File: config.mk
export PLATFORM = sky130hd
export DESIGN_NAME = codec_cmd_scheduler_flat
export DESIGN_NICKNAME = d
export VERILOG_FILES = /design/src/rtl/codec_cmd_scheduler_pkg.sv /design/src/rtl/codec_cmd_scheduler_if.sv /design/src/rtl/codec_cmd_scheduler_init_rom.sv /design/src/rtl/codec_cmd_scheduler.sv /design/src/flat_wrapper.sv
export SDC_FILE = /design/constraint.sdc
export NUM_CORES = 1
export LEC_CHECK = 0
export BUFFER_PORTS_ARGS = -buffer_cell sky130_fd_sc_hd__buf_4
export CORE_ASPECT_RATIO = 0.9
export CORE_MARGIN = 2
export CORE_UTILIZATION = 40
export CTS_BUF_LIST = sky130_fd_sc_hd__clkbuf_8
export DETAILED_ROUTE_END_ITERATION = 8
export GPL_TIMING_DRIVEN = 0
export SLEW_MARGIN = 20
export SYNTH_ARGS = -nofsm -noshare
export SYNTH_HDL_FRONTEND = slang
export SYNTH_SLANG_ARGS = --single-unit
File: constraint.sdc
create_clock -name clk -period 3.85 [get_ports clk]
set_input_delay 0.385 -clock clk [delete_from_list [all_inputs] [get_ports clk]]
set_output_delay 0.385 -clock clk [all_outputs]
set_load 0.02 [all_outputs]
File: src/rtl/codec_cmd_scheduler_pkg.sv
// Shared types and WM8731 register helpers for the codec command scheduler.
// Optional build macro: CODEC_VOL_RAMP_EN (stepwise headphone volume ramp).
package codec_pkg;

   typedef enum logic [1:0] {
      S_BOOT,
      S_IDLE,
      S_ISSUE,
      S_WAIT
   } state_t;

   typedef enum logic [1:0] {
      C_BOOT,
      C_MUTE,
      C_VOL
   } cmd_t;

   localparam logic [6:0] R2 = 7'h02;
   localparam logic [6:0] R3 = 7'h03;
   localparam logic [6:0] R4 = 7'h04;
   localparam logic [6:0] R5 = 7'h05;
   localparam logic [6:0] R6 = 7'h06;
   localparam logic [6:0] R7 = 7'h07;
   localparam logic [6:0] R8 = 7'h08;
   localparam logic [6:0] R9 = 7'h09;

   typedef struct packed {
      logic [6:0] addr;
      logic [8:0] data;
   } boot_entry_t;

   // DACMU sits at bit 3; ADC high-pass disable (bit 0) is kept set
   function automatic logic [8:0] mute_data(input logic on);
      return {5'b0, on, 3'b001};
   endfunction

   // both channels, zero-cross enabled
   function automatic logic [8:0] vol_data(input logic [6:0] code);
      return {2'b11, code};
   endfunction

endpackage

File: src/rtl/codec_cmd_scheduler_if.sv
// Register-write handshake between the scheduler and the WM8731 I2C master.
// Completion of a write is signalled by busy falling.
interface codec_cmd_scheduler_if;
   logic       action;
   logic [6:0] reg_addr;
   logic [8:0] reg_data;
   logic       busy;

   modport master (
      output action,
      output reg_addr,
      output reg_data,
      input  busy
   );

   modport slave (
      input  action,
      input  reg_addr,
      input  reg_data,
      output busy
   );
endinterface

File: src/rtl/codec_cmd_scheduler_init_rom.sv
// WM8731 boot-configuration table, one register write per index.
// The final entry sets the headphone volume to VOL_DEFAULT.
module codec_init_rom
#(
   parameter logic [6:0] VOL_DEFAULT = 7'h79
)
(
   input  logic [2:0]            idx,
   output codec_pkg::boot_entry_t entry
);
   import codec_pkg::*;

   always_comb begin
      entry = '0;
      unique case (idx)
         3'd0: entry = '{addr: R6, data: 9'h0FF};
         3'd1: entry = '{addr: R6, data: 9'h007};
         3'd2: entry = '{addr: R8, data: 9'h002};
         3'd3: entry = '{addr: R7, data: 9'h001};
         3'd4: entry = '{addr: R4, data: 9'h010};
         3'd5: entry = '{addr: R5, data: 9'h001};
         3'd6: entry = '{addr: R9, data: 9'h001};
         default: entry = '{addr: R2, data: vol_data(VOL_DEFAULT)};
      endcase
   end

endmodule

File: src/rtl/codec_cmd_scheduler.sv
// Boots the WM8731, then arbitrates mute/volume writes onto the I2C engine.
// Build macro CODEC_VOL_RAMP_EN: volume moves one code per write toward target.
module codec_cmd_scheduler
#(
   parameter int         INIT_LEN    = 8,
   parameter logic [6:0] VOL_DEFAULT = 7'h79,
   parameter int         TIMEOUT_CYC = 262144
)
(
   input  logic       clk,
   input  logic       reset,
   input  logic       mute_req,
   input  logic       mute_on,
   output logic       mute_ack,
   input  logic       vol_req,
   input  logic [6:0] vol_level,
   output logic       vol_ack,
   output logic       init_done,
   output logic       err,
   codec_cmd_scheduler_if.master i2c
);
   import codec_pkg::*;

   localparam int CNT_W = $clog2(TIMEOUT_CYC);
   localparam logic [CNT_W-1:0] TMO_LAST = CNT_W'(TIMEOUT_CYC - 1);
   localparam logic [2:0] IDX_LAST = 3'(INIT_LEN - 1);

   state_t            state_q, state_d;
   cmd_t              cmd_q, cmd_d;
   logic [2:0]        idx_q, idx_d;
   logic [CNT_W-1:0]  cnt_q, cnt_d;
   logic              busy_q;
   logic              action_q, action_d;
   logic [6:0]        addr_q, addr_d;
   logic [8:0]        data_q, data_d;
   logic              mute_ack_q, mute_ack_d;
   logic              vol_ack_q, vol_ack_d;
   logic              init_q, init_d;
   logic              err_q, err_d;
   logic [6:0]        vol_cur_q, vol_cur_d;
   logic [6:0]        step_code;
   logic              done;
   logic              tmo;
   boot_entry_t       rom;

   codec_init_rom #(.VOL_DEFAULT(VOL_DEFAULT)) u_rom (
      .idx   (idx_q),
      .entry (rom)
   );

`ifdef CODEC_VOL_RAMP_EN
   assign step_code = (vol_level > vol_cur_q) ? vol_cur_q + 7'd1 :
                      (vol_level < vol_cur_q) ? vol_cur_q - 7'd1 :
                      vol_cur_q;
`else
   assign step_code = vol_level;
`endif

   assign done = busy_q && !i2c.busy;
   assign tmo  = (cnt_q == TMO_LAST);

   always_comb begin
      state_d    = state_q;
      cmd_d      = cmd_q;
      idx_d      = idx_q;
      cnt_d      = cnt_q;
      action_d   = 1'b0;
      addr_d     = addr_q;
      data_d     = data_q;
      mute_ack_d = 1'b0;
      vol_ack_d  = 1'b0;
      init_d     = init_q;
      err_d      = err_q;
      vol_cur_d  = vol_cur_q;
      unique case (state_q)
         S_BOOT: begin
            cmd_d   = C_BOOT;
            state_d = S_ISSUE;
         end
         S_IDLE: begin
            // the ack cycle masks its own still-high request
            if (mute_req && !mute_ack_q) begin
               cmd_d   = C_MUTE;
               state_d = S_ISSUE;
            end else if (vol_req && !vol_ack_q) begin
`ifdef CODEC_VOL_RAMP_EN
               if (vol_level == vol_cur_q) begin
                  vol_ack_d = 1'b1;
               end else begin
                  cmd_d   = C_VOL;
                  state_d = S_ISSUE;
               end
`else
               cmd_d   = C_VOL;
               state_d = S_ISSUE;
`endif
            end
         end
         S_ISSUE: begin
            if (!i2c.busy) begin
               action_d = 1'b1;
               cnt_d    = '0;
               state_d  = S_WAIT;
               unique case (cmd_q)
                  C_MUTE: begin
                     addr_d = R5;
                     data_d = mute_data(mute_on);
                  end
                  C_VOL: begin
                     addr_d = R2;
                     data_d = vol_data(step_code);
                  end
                  default: begin
                     addr_d = rom.addr;
                     data_d = rom.data;
                  end
               endcase
            end
         end
         S_WAIT: begin
            cnt_d = cnt_q + 1'b1;
            // an aborted write is still treated as finished
            if (done || tmo) begin
               if (!done) err_d = 1'b1;
               unique case (cmd_q)
                  C_MUTE: begin
                     mute_ack_d = mute_req;
                     state_d    = S_IDLE;
                  end
                  C_VOL: begin
                     vol_cur_d = data_q[6:0];
`ifdef CODEC_VOL_RAMP_EN
                     vol_ack_d = vol_req && (data_q[6:0] == vol_level);
`else
                     vol_ack_d = vol_req;
`endif
                     state_d   = S_IDLE;
                  end
                  default: begin
                     if (idx_q == IDX_LAST) begin
                        init_d  = 1'b1;
                        state_d = S_IDLE;
                     end else begin
                        idx_d   = idx_q + 3'd1;
                        state_d = S_ISSUE;
                     end
                  end
               endcase
            end
         end
         default: state_d = S_BOOT;
      endcase
   end

   always_ff @(posedge clk) begin
      if (!reset) begin
         state_q    <= S_BOOT;
         cmd_q      <= C_BOOT;
         idx_q      <= '0;
         cnt_q      <= '0;
         busy_q     <= 1'b0;
         action_q   <= 1'b0;
         addr_q     <= '0;
         data_q     <= '0;
         mute_ack_q <= 1'b0;
         vol_ack_q  <= 1'b0;
         init_q     <= 1'b0;
         err_q      <= 1'b0;
         vol_cur_q  <= VOL_DEFAULT;
      end else begin
         state_q    <= state_d;
         cmd_q      <= cmd_d;
         idx_q      <= idx_d;
         cnt_q      <= cnt_d;
         busy_q     <= i2c.busy;
         action_q   <= action_d;
         addr_q     <= addr_d;
         data_q     <= data_d;
         mute_ack_q <= mute_ack_d;
         vol_ack_q  <= vol_ack_d;
         init_q     <= init_d;
         err_q      <= err_d;
         vol_cur_q  <= vol_cur_d;
      end
   end

   assign i2c.action   = action_q;
   assign i2c.reg_addr = addr_q;
   assign i2c.reg_data = data_q;
   assign mute_ack     = mute_ack_q;
   assign vol_ack      = vol_ack_q;
   assign init_done    = init_q;
   assign err          = err_q;

endmodule

File: src/flat_wrapper.sv
// flat-port wrapper written by rule: the top's interface ports become plain ports
module codec_cmd_scheduler_flat import codec_pkg::*;
#(
   parameter int         INIT_LEN    = 8,
   parameter logic [6:0] VOL_DEFAULT = 7'h79,
   parameter int         TIMEOUT_CYC = 262144
)
  (clk, reset, mute_req, mute_on, mute_ack, vol_req, vol_level, vol_ack, init_done, err, i2c_action, i2c_reg_addr, i2c_reg_data, i2c_busy);
  codec_cmd_scheduler_if i2c_i ();
  input  logic clk;
  input  logic reset;
  input  logic mute_req;
  input  logic mute_on;
  output logic mute_ack;
  input  logic vol_req;
  input  logic [6:0] vol_level;
  output logic vol_ack;
  output logic init_done;
  output logic err;
  output wire logic [$bits(i2c_i.action)-1:0] i2c_action;
  output wire logic [$bits(i2c_i.reg_addr)-1:0] i2c_reg_addr;
  output wire logic [$bits(i2c_i.reg_data)-1:0] i2c_reg_data;
  input wire logic [$bits(i2c_i.busy)-1:0] i2c_busy;
  assign i2c_action = i2c_i.action;
  assign i2c_reg_addr = i2c_i.reg_addr;
  assign i2c_reg_data = i2c_i.reg_data;
  assign i2c_i.busy = i2c_busy;
  codec_cmd_scheduler #(.INIT_LEN(INIT_LEN), .VOL_DEFAULT(VOL_DEFAULT), .TIMEOUT_CYC(TIMEOUT_CYC)) u_core (.clk(clk), .reset(reset), .mute_req(mute_req), .mute_on(mute_on), .mute_ack(mute_ack), .vol_req(vol_req), .vol_level(vol_level), .vol_ack(vol_ack), .init_done(init_done), .err(err), .i2c(i2c_i));
endmodule
# [Yosys cells after proc, flatten, opt, wreduce, memory -nomap -nowiden]
# Cells that the tools add are included.
# W data, S select, Z words.
[word_totals] reg_bits=47 in_bits=13 out_inout_bits=21
[classes] add_sub_neg=2 n_eq_ne=16 muxes=15 n_bitwise=4 reduce_logical=22
[op_table] cell="$pmux W13 S7" count=1
[op_table] cell="$pmux W18 S2" count=1
[op_table] cell="$add A18 B1 Y18 const B" count=1
[op_table] cell="$eq A18 B18 Y1 const B" count=1
[op_table] cell="$mux W18" count=1
[op_table] cell="$pmux W9 S2" count=1
[op_table] cell="$reduce_and A4 Y1" count=4
[op_table] cell="$mux W2" count=7
[op_table] cell="$eq A3 B3 Y1 const B" count=4
[op_table] cell="$pmux W2 S4" count=1
[op_table] cell="$pmux W4 S2" count=1
[op_table] cell="$reduce_and A2 Y1" count=4
[op_table] cell="$eq A2 B2 Y1 const B" count=3
[op_table] cell="$eq A3 B2 Y1 const B" count=2
[op_table] cell="$reduce_and A3 Y1" count=2
[op_table] cell="$eq A2 B1 Y1 const B" count=2
[op_table] cell="$not A1 Y1" count=4
[op_table] cell="$pmux W2 S2" count=1
[op_table] cell="$reduce_bool A2 Y1" count=2
[op_table] cell="$add A3 B1 Y3 const B" count=1
[op_table] cell="$eq A3 B1 Y1 const B" count=1
[op_table] cell="$logic_and A1 B1 Y1" count=3
[op_table] cell="$logic_not A1 Y1" count=3
[op_table] cell="$logic_not A3 Y1" count=1
[op_table] cell="7 further kinds" count=7

# [Longest topological paths before layout]
# Gate-level depths: netlist of run 1.
[depth] depth_word=5 mapped_depth=8 mapped_depth_nobuf=7

# [By module]
# Synthesis of run 1 repeated with hierarchy kept, for this count alone.
[hier_totals] hier_cells=287 hier_area_um2=2363.5
[by_module_without_submodules] mod="codec_cmd_scheduler" instances=1 cells_each=266 area_each_um2=2212.1
[by_module_without_submodules] mod="codec_init_rom" instances=1 cells_each=21 area_each_um2=151.4

# [Least setup slack after synthesis of run 1]
# OpenSTA, ideal clock, no wires.
[synth_timing] path_type="flip-flop to flip-flop" startpoint="reg u_core.idx_q[0]" endpoint="reg u_core.data_q[0] (netlist: u_core.i2c.reg_data[0])" setup_time_ns=0.070 arrival_ns=1.645 t_required_ns=3.780 setup_slack_ns=2.135 path_stages_with_launch=7 n_path_buf=0 period_less_slack_ns=1.715 cell_sequence="dfxtp_1 -> inv_1 -> ha_1 -> or2_2 -> or3_1 -> a41o_1 -> a21oi_1"
[synth_between] elab_chain_len=3 word_cells_on_any_way=9 classes_between="6 x eq/ne; 2 x mux; 1 x reduce/logical"
[synth_lines] item="from (decl)" line="codec_cmd_scheduler.sv:30" rtl="logic [2:0] idx_q, idx_d;"
[synth_lines] item="from (signal assigned)" line="codec_cmd_scheduler.sv:173" rtl="idx_q <= idx_d;"
[synth_lines] item="$eq A3 B3 Y1 (tied with other cells)" line="codec_cmd_scheduler_init_rom.sv:15" rtl="unique case (idx)"
[synth_lines] item="$pmux W13 S7 (*)" line="codec_cmd_scheduler_init_rom.sv:15"
[synth_lines] item="$pmux W9 S2 (*)" line="codec_cmd_scheduler.sv:104" rtl="unique case (cmd_q)"
[synth_lines] item="to (signal assigned)" line="codec_cmd_scheduler.sv:178" rtl="data_q <= data_d;"
[synth_lines] item="to (decl)" line="codec_cmd_scheduler.sv:35" rtl="logic [8:0] data_q, data_d;"
# Every way passes the cells marked *; elsewhere a longest branch is shown, timed or not.
# A chain may end at the register's enable or synchronous reset.

# [Worst setup path in the final report of run 1]
[layout_timing] startpoint="reg u_core.cmd_q[0]" endpoint="reg u_core.state_q[0]"
[layout_between] elab_chain_len=5 word_cells_on_any_way=6 classes_between="2 x eq/ne; 3 x mux; 1 x reduce/logical"
[layout_lines] item="from (decl)" line="codec_cmd_scheduler.sv:29" rtl="cmd_t cmd_q, cmd_d;"
[layout_lines] item="from (signal assigned)" line="codec_cmd_scheduler.sv:172" rtl="cmd_q <= cmd_d;"
[layout_lines] item="$eq A2 B1 Y1 / $eq A2 B2 Y1 (equally long branches)" line="codec_cmd_scheduler.sv:125" rtl="unique case (cmd_q)"
[layout_lines] item="$reduce_or A2 Y1 (no line) (*)"
[layout_lines] item="$mux W2 (*)" line="codec_cmd_scheduler.sv:125"
[layout_lines] item="$mux W2 (*)" line="codec_cmd_scheduler.sv:123" rtl="if (done || tmo) begin"
[layout_lines] item="$pmux W2 S4 (*)" line="codec_cmd_scheduler.sv:75" rtl="unique case (state_q)"
[layout_lines] item="to (signal assigned)" line="codec_cmd_scheduler.sv:171" rtl="state_q <= state_d;"
[layout_lines] item="to (decl)" line="codec_cmd_scheduler.sv:28" rtl="state_t state_q, state_d;"
# Every way passes the cells marked *; elsewhere a longest branch is shown, timed or not. The select of a mux whose other input is x is not followed.

==> results.md, run 1 <==
- Outcome: finished, final reports clean
- Multi-input gate area: ~1200 µm²
- Fmax: 517 MHz
- Largest net degree at the start of global routing: 15
- #FFs+latches synth: between 40 and 50
- Setup TNS: 0 ns
- Layout Nets: ~320
- Synth top area share: between 30% and 40%
- DR DRC count: 0
- Critical path required time: between 4 and 5 ns
- Setup crit end kind: register
- Placeable Area: ~5300 µm²
- Tmin final: about 1.9 ns
- Post-synthesis sequential area ratio: ~40%
- Row count: 25
- Worst EP arrival: 2.12 ns
- First-pass iteration count of the detailed router: 4
- CTS Hold Bufs: 0
- PostCTS Resize Cnt: 0
- Via count: a little under 2,000
- Final Max Tran Viols: 0
- Proportion of layout cells with a drive suffix above 1: 21.9%
- Gpl congestion: 0.803
- Post-synth EDFFs: 0
- Area leader, netlist: dfxtp_1
- Setup violators final: 0
- Slowest CP cell: dfxtp_1
- # diodes: 0
- Die extent in y: roughly 75 µm
- H-tree Lvls: 2
- DR iter-0 viols: 58
- Crit share post-route: between 50% and 60%
- Layout Area Growth over Synthesis: 21.4%
- Sum of buffers and inverters on the critical path: 2
- # placed instances: 360
- First-pass GRT wire length: 8.93 mm
- Post-Syn Area: roughly 2200 µm²
- Total area of sequential cells: slightly below 900 µm²
- Peak supply drop: 0.000196 V
- Routed Antenna Nets: 0
- Leak Pwr: 1.01 nW
- Fill cell count: around 530
- Post-DP HPWL: about 3.9 mm
- RSZ-0062 raised after global routing: false
- Worst slew pin tran: approximately 0.54 ns
- Post-route cell area: about 2700 µm²
- DIE AREA: 6170 µm²
- Hold Fails Final Rpt: 0
- CTS buffer count: 5
- Power density cells: 398 nW/µm²
- Clock sink count: 44
- Io pins: 34
- Crit Path Category: reg2reg
- Die X: a little over 80 µm
- Async set or reset register ratio after synthesis: 0%
- Initial antenna violation count: 0
- Power Total: 1.07 mW
- Final Skew: between 0.008 and 0.009 ns
- Syn Area/Cell: 8.52 µm²
- Post-DP Area: 2540 µm²
- Number of global-route vias before repair: 1,840
- Overall Global Routing Usage: between 10% and 20%
- GR Overflow Total: 0
- Post-synth cell types: 52
- Drt total wl: around 5.3 mm
- Synth warnings: 0
- Final non-filler cell total: roughly 370
- Startpoint types: register
- Worst Hold Class: in2reg
- CP Max Fanout: 9
- Avg WL per Cell: ~15 µm
- Most frequent cell after synthesis: dfxtp_1
- Largest delay share family, worst path: compound AO/OA/AOI/OAI gates
- Starting density of the core: between 40% and 50%
- Post-synth top flop: dfxtp_1
- Clock Tree Root: clkbuf_8
- Clock Latency Late Sink: 0.30 ns
- CTS Buffer Depth: 2
- Relative slew margins: 64.2%
- Cell Chain, Critical Path: inv_1, ha_1, clkbuf_1, nand2b_1, nand2_1, o21ai_0, a221oi_1, nor2_1
- Vias per cell: between 5 and 6
- IO Port Bufs: 30
- Number of max-cap violations: 0
- Worst-path clk slew: 0.09 ns
- Post-CTS Setup Bufs: 0
- CTS tree: done
- Syn Inst Count: about 260
- Synth area leaders: dfxtp_1 40%, a21oi_1 5.2%, ha_1 5.1%, nand2_1 4.9%, nor2_1 4.1%
- CP peak stage delay: 0.39 ns
- Synth top cells by count: 44 x dfxtp_1, 29 x nand2_1, 24 x nor2_1
==> path summary, 6_finish.rpt <==
kind / end / slack [ns] / start / depth (start not counted)
worst max-delay path: u_core.state_q[0]$_SDFFE_PN0P_ / 1.92 / u_core.cmd_q[0]$_SDFFE_PN0P_ / 8
worst min-delay path: u_core.busy_q$_SDFF_PN0_ / 0.32 / i2c_busy / 2
worst max register to register: u_core.state_q[0]$_SDFFE_PN0P_ / 1.92 / u_core.cmd_q[0]$_SDFFE_PN0P_ / 8
worst min register to register: u_core.i2c.reg_addr[3]$_SDFFE_PN0P_ / 0.46 / u_core.i2c.reg_addr[3]$_SDFFE_PN0P_ / 2
==> metrics by stage <==
step,hold slack [ns],util [%],setup WS (ns)
3_3_place_gp,0.448,47.8,1.96
4_1_cts,0.323,50.8,1.91
3_5_place_dp,0.450,47.8,1.93
5_1_grt,0.317,50.8,1.70
2_1_floorplan,0.451,-,2.13
6_report,0.324,50.8,1.92
==> flip-flops by register name, summed over array words and instances, names as in the netlist, 2 cells and up <==
signal / flops
u_core.i2c.reg_data: 9
u_core.cmd_q: 2
u_core.i2c.reg_addr: 4
u_core.idx_q: 3
u_core.cnt_q: 18
u_core.state_q: 2
==> cell type report <==
| type | count | share of cell area, % |
|---|---|---|
| multi-input cells | 194 | 45.0 |
| flip-flops and latches | 44 | 32.6 |
| inverters | 9 | 1.25 |
| clock buffers | 5 | 2.55 |
| plain buffers | 16 | 3.76 |
| well taps | 67 | 3.11 |
| repair buffers | 30 | 8.34 |
| clock inverters | 3 | 3.34 |
==> power breakdown <==
group          total (mW)  switching [mW]  internal (mW)  leakage, nW
combinational       0.110          0.0657         0.0441        0.571
sequential          0.474         0.00654          0.468        0.358
clock               0.491           0.166          0.325       0.0784
==> cell families (layout without fill, tap and decap cells) <==
family | after synthesis | count (layout) | share of synthesized area [%]
compound gates | 60 | 60 | 16.3
simple gates | 111 | 111 | 27.7
buf+inv | 25 | 63 | 6.08
xor+xnor | 1 | 1 | 0.394
flops | 44 | 44 | 39.6
mux | 10 | 10 | 4.73
other cells | 1 | 3 | 0.169
fa+ha+maj | 9 | 9 | 5.06
==> worst reg2reg max path, delay by kind of cell (launching register included) <==
family / cells / cell delay, ns
adder cells (fa/ha/maj): 1 / 0.26
buffers and inverters: 2 / 0.37
flip-flops: 1 / 0.39
AND/OR/NAND/NOR: 3 / 0.39
AO/OA/AOI/OAI: 2 / 0.40
==> layer usage <==
layer	global-route usage, %	vias to the layer above	routed length, µm
met5	0	-	0
met4	4.37	0	31
met3	6.59	4	293
met2	32.7	46	2540
met1	24.2	887	2470
li1	-	994	-
==> layout by cell type, fill, tap and decap left out, types with 2 or more instances in the layout <==
cell type and instances:
dfxtp_1 44, nor3_1 4, buf_4 34, o31ai_1 2
o211ai_1 4, bufinv_16 3, nand2b_1 6, a311oi_1 2
nor2_1 24, buf_2 3, nand2_1 29, a31oi_1 3
nor3_2 3, buf_6 3, or2_2 3, mux2i_1 6
inv_1 8, mux2_2 3, nand3_1 13, and2_1 2
o21ai_0 15, nand4_1 5, nand3b_1 2, a211oi_1 2
conb_1 3, and4_1 2, nor3b_1 2, clkbuf_8 5
a21oi_1 23, a22oi_1 2, or3_1 3, nor2b_1 3
ha_1 9, clkbuf_1 6
(Power assumes the default switching activity.)
==> run 2: changes to the inputs <==
==> constraint.sdc (replaced) <==
create_clock -name clk -period 1.95 [get_ports clk]
set_input_delay 0.195 -clock clk [delete_from_list [all_inputs] [get_ports clk]]
set_output_delay 0.195 -clock clk [all_outputs]
set_load 0.02 [all_outputs]
==> results.md, run 2 (synthesis gave the netlist of run 1 again) <==
- Relative slew margins: 64.4% (was 64.2%)
- Peak supply drop: 0.000387 V (was 0.000196 V)
- Clock Latency Late Sink: 0.30 ns (about the same)
- Io pins: 34 (unchanged)
- DR DRC count: 0 (unchanged)
- Layout Nets: 321 (was 322)
- Top Metal Used: met4 (unchanged)
- Crit Path Category: reg2reg (unchanged)
- CTS Hold Bufs: 0 (unchanged)
- Number of max-cap violations: 0 (unchanged)
- Clock Tree Root: clkbuf_8 (unchanged)
- Layout Area Growth over Synthesis: 21.5% (was 21.4%)
- GR Overflow Total: 0 (unchanged)
- CTS buffer count: 5 (unchanged)
- Hold depth: 2 (unchanged)
- Proportion of layout cells with a drive suffix above 1: 23.3% (was 21.9%)
- Largest Register: u_core.cnt_q (unchanged)
- Worst Hold Class: in2reg (unchanged)
- CTS tree: done (unchanged)
- Clock sink count: 44 (unchanged)
- DR iter-0 viols: 57 (was 58)
- DR WL met2: 2.56 mm (was 2.54 mm)
- Vias per cell: 5.26 (was 5.25)
- Die X: 82.6 µm (unchanged)
- Commonest non-fill, non-tap cells in the layout: 42 x dfxtp_1, 34 x buf_4, 29 x nand2_1 (was 44 x dfxtp_1, 34 x buf_4, 29 x nand2_1)
- Post-DP HPWL: 3.86 mm (unchanged)
- Die extent in y: 74.7 µm (unchanged)
- Crit share post-route: 92.4% (was 50.3%)
- RSZ-0062 raised after global routing: false (unchanged)
- Setup violators final: 0 (unchanged)
- Fmax: 555 MHz (was 517 MHz)
- Worst-path clk slew: 0.09 ns (about the same)
- Max reg flops: 18 (unchanged)
- Met3 WL: 321 µm (was 293 µm)
- Row count: 25 (unchanged)
- Final Skew: 0.00838 ns (was 0.00826 ns)
- Drt total wl: 5.36 mm (was 5.34 mm)
- Final worst-path setup slack: 0.148 ns (was 1.92 ns)
- Setup TNS: 0 ns (unchanged)
- Worst slew pin tran: 0.534 ns (was 0.537 ns)
- # diodes: 0 (unchanged)
- Setup crit end kind: register (unchanged)
- Gpl congestion: 0.803 (unchanged)
- Post-layout util: 50.8% (about the same)
- Number of global-route vias before repair: 1,840 (unchanged)
- Fill cell count: 528 (was 525)
- Tmin final: 1.80 ns (was 1.93 ns)
- Leak Pwr: 1.01 nW (about the same)
- IO Port Bufs: 30 (unchanged)
- Critical path required time: 2.18 ns (was 4.03 ns)
- First-pass GRT wire length: 8.93 mm (unchanged)
- Largest net degree at the start of global routing: 15 (unchanged)
- Power density cells: 786 nW/µm² (was 398 nW/µm²)
- CTS Buffer Depth: 2 (unchanged)
- Starting density of the core: 41.8% (unchanged)
- Placeable Area: 5320 µm² (unchanged)
- Routed Antenna Nets: 0 (unchanged)
- Hold Fails Final Rpt: 0 (unchanged)
- Metal1 wirelength: 2.46 mm (was 2.47 mm)
- Initial antenna violation count: 0 (unchanged)
- Overall Global Routing Usage: 19.4% (unchanged)
- Dpl ws: 0.0270 ns (was 1.93 ns)
- FF-to-FF setup slack: 0.15 ns (was 1.92 ns)
- Avg WL per Cell: 14.6 µm (was 14.5 µm)
- Final Max Tran Viols: 0 (unchanged)
- Worst Reg2Reg Path Length in Cells: 6 (was 8)
- Hold Crit Endpoint: u_core.busy_q$_SDFF_PN0_ (unchanged)
- Reg-to-Reg Start: u_core.idx_q[0]$_SDFFE_PN0P_ (was u_core.cmd_q[0]$_SDFFE_PN0P_)
- FF-to-FF End: u_core.i2c.reg_data[0]$_SDFFE_PN0P_ (was u_core.state_q[0]$_SDFFE_PN0P_)
- Via count: 1,929 (was 1,931)
- Hold Crit Start: i2c_busy (unchanged)
- DIE AREA: 6170 µm² (unchanged)
- First-pass iteration count of the detailed router: 4 (unchanged)
- CP Max Fanout: 5 (was 9)
- Startpoint types: register (unchanged)
- Worst EP arrival: 2.03 ns (was 2.12 ns)
- H-tree Lvls: 2 (unchanged)
- Post-CTS Setup Bufs: 0 (unchanged)
- Outcome: finished, final reports clean (unchanged)
- Most common cell after layout, fill and taps aside: dfxtp_1 (unchanged)
- PostCTS Resize Cnt: 0 (unchanged)
==> run 2: cell count changes in the layout (fill, tap and decap cells not counted) <==
cell	previous run	this run
ha_2	0	1
clkbuf_2	0	1
dfxtp_1	44	42
ha_1	9	8
dfxtp_2	0	2
clkbuf_1	6	4
==> run 2: per-stage QoR <==
stage               hold slack, ns  power [mW]  cell area [µm²]  std cells
detailed placement           0.450        1.18             2540        360
global route                 0.127        2.21             2700        367
finish                       0.134        2.12             2700        367
global placement             0.440        1.17             2540        360
CTS                          0.133        2.15             2700        368
floorplan                    0.317        1.09             2230        263
==> run 2: where the power goes <==
part	switching, mW	internal [mW]
Sequential	0.0130	0.923
Combinational	0.130	0.0884
Clock	0.327	0.641
Total	0.470	1.65
==> run 2: layer usage <==
layer | vias up | track usage, %
met5 | - | 0
met4 | 0 | 4.37
met3 | 2 | 6.59
met2 | 48 | 32.7
met1 | 890 | 24.2
li1 | 989 | -
==> run 2: how the worst max path moves through the flow <==
| stage | start | to | slack, ns | cells after the start |
|---|---|---|---|---|
| after floorplan | u_core.idx_q[0]$_SDFFE_PN0P_ | u_core.i2c.reg_data[0]$_SDFFE_PN0P_ | 0.23 | 6 |
| after global placement | u_core.cmd_q[0]$_SDFFE_PN0P_ | u_core.state_q[0]$_SDFFE_PN0P_ | 0.06 | 8 |
| after detailed placement | u_core.cmd_q[0]$_SDFFE_PN0P_ | u_core.state_q[0]$_SDFFE_PN0P_ | 0.03 | 8 |
| after CTS | u_core.cmd_q[0]$_SDFFE_PN0P_ | u_core.state_q[0]$_SDFFE_PN0P_ | 0.01 | 8 |
| after global routing | u_core.cnt_q[0]$_SDFFE_PN0P_ | u_core.idx_q[0]$_SDFFE_PN0P_ | 0.006 | 6 |
| final | u_core.idx_q[0]$_SDFFE_PN0P_ | u_core.i2c.reg_data[0]$_SDFFE_PN0P_ | 0.15 | 6 |
==> run 2: final cells by class <==
cell class / instances / area, µm² / share of cell area [%]
Clock buffer: 5 / 68.8 / 2.55
Tap cell: 67 / 83.8 / 3.10
Sequential cell: 44 / 883 / 32.7
Buffer: 15 / 98.8 / 3.66
Inverter: 9 / 33.8 / 1.25
Timing Repair Buffer: 30 / 225 / 8.34
Clock inverter: 3 / 90.1 / 3.33
Multi-Input combinational cell: 194 / 1220 / 45.1
==> run 2: critical path, stage by stage (launching register included) <==
cell and delay [ns]:
dfxtp_2 0.37, inv_1 0.08, ha_1 0.22, or2_2 0.31
or3_1 0.38, a41o_1 0.23, a21oi_1 0.14
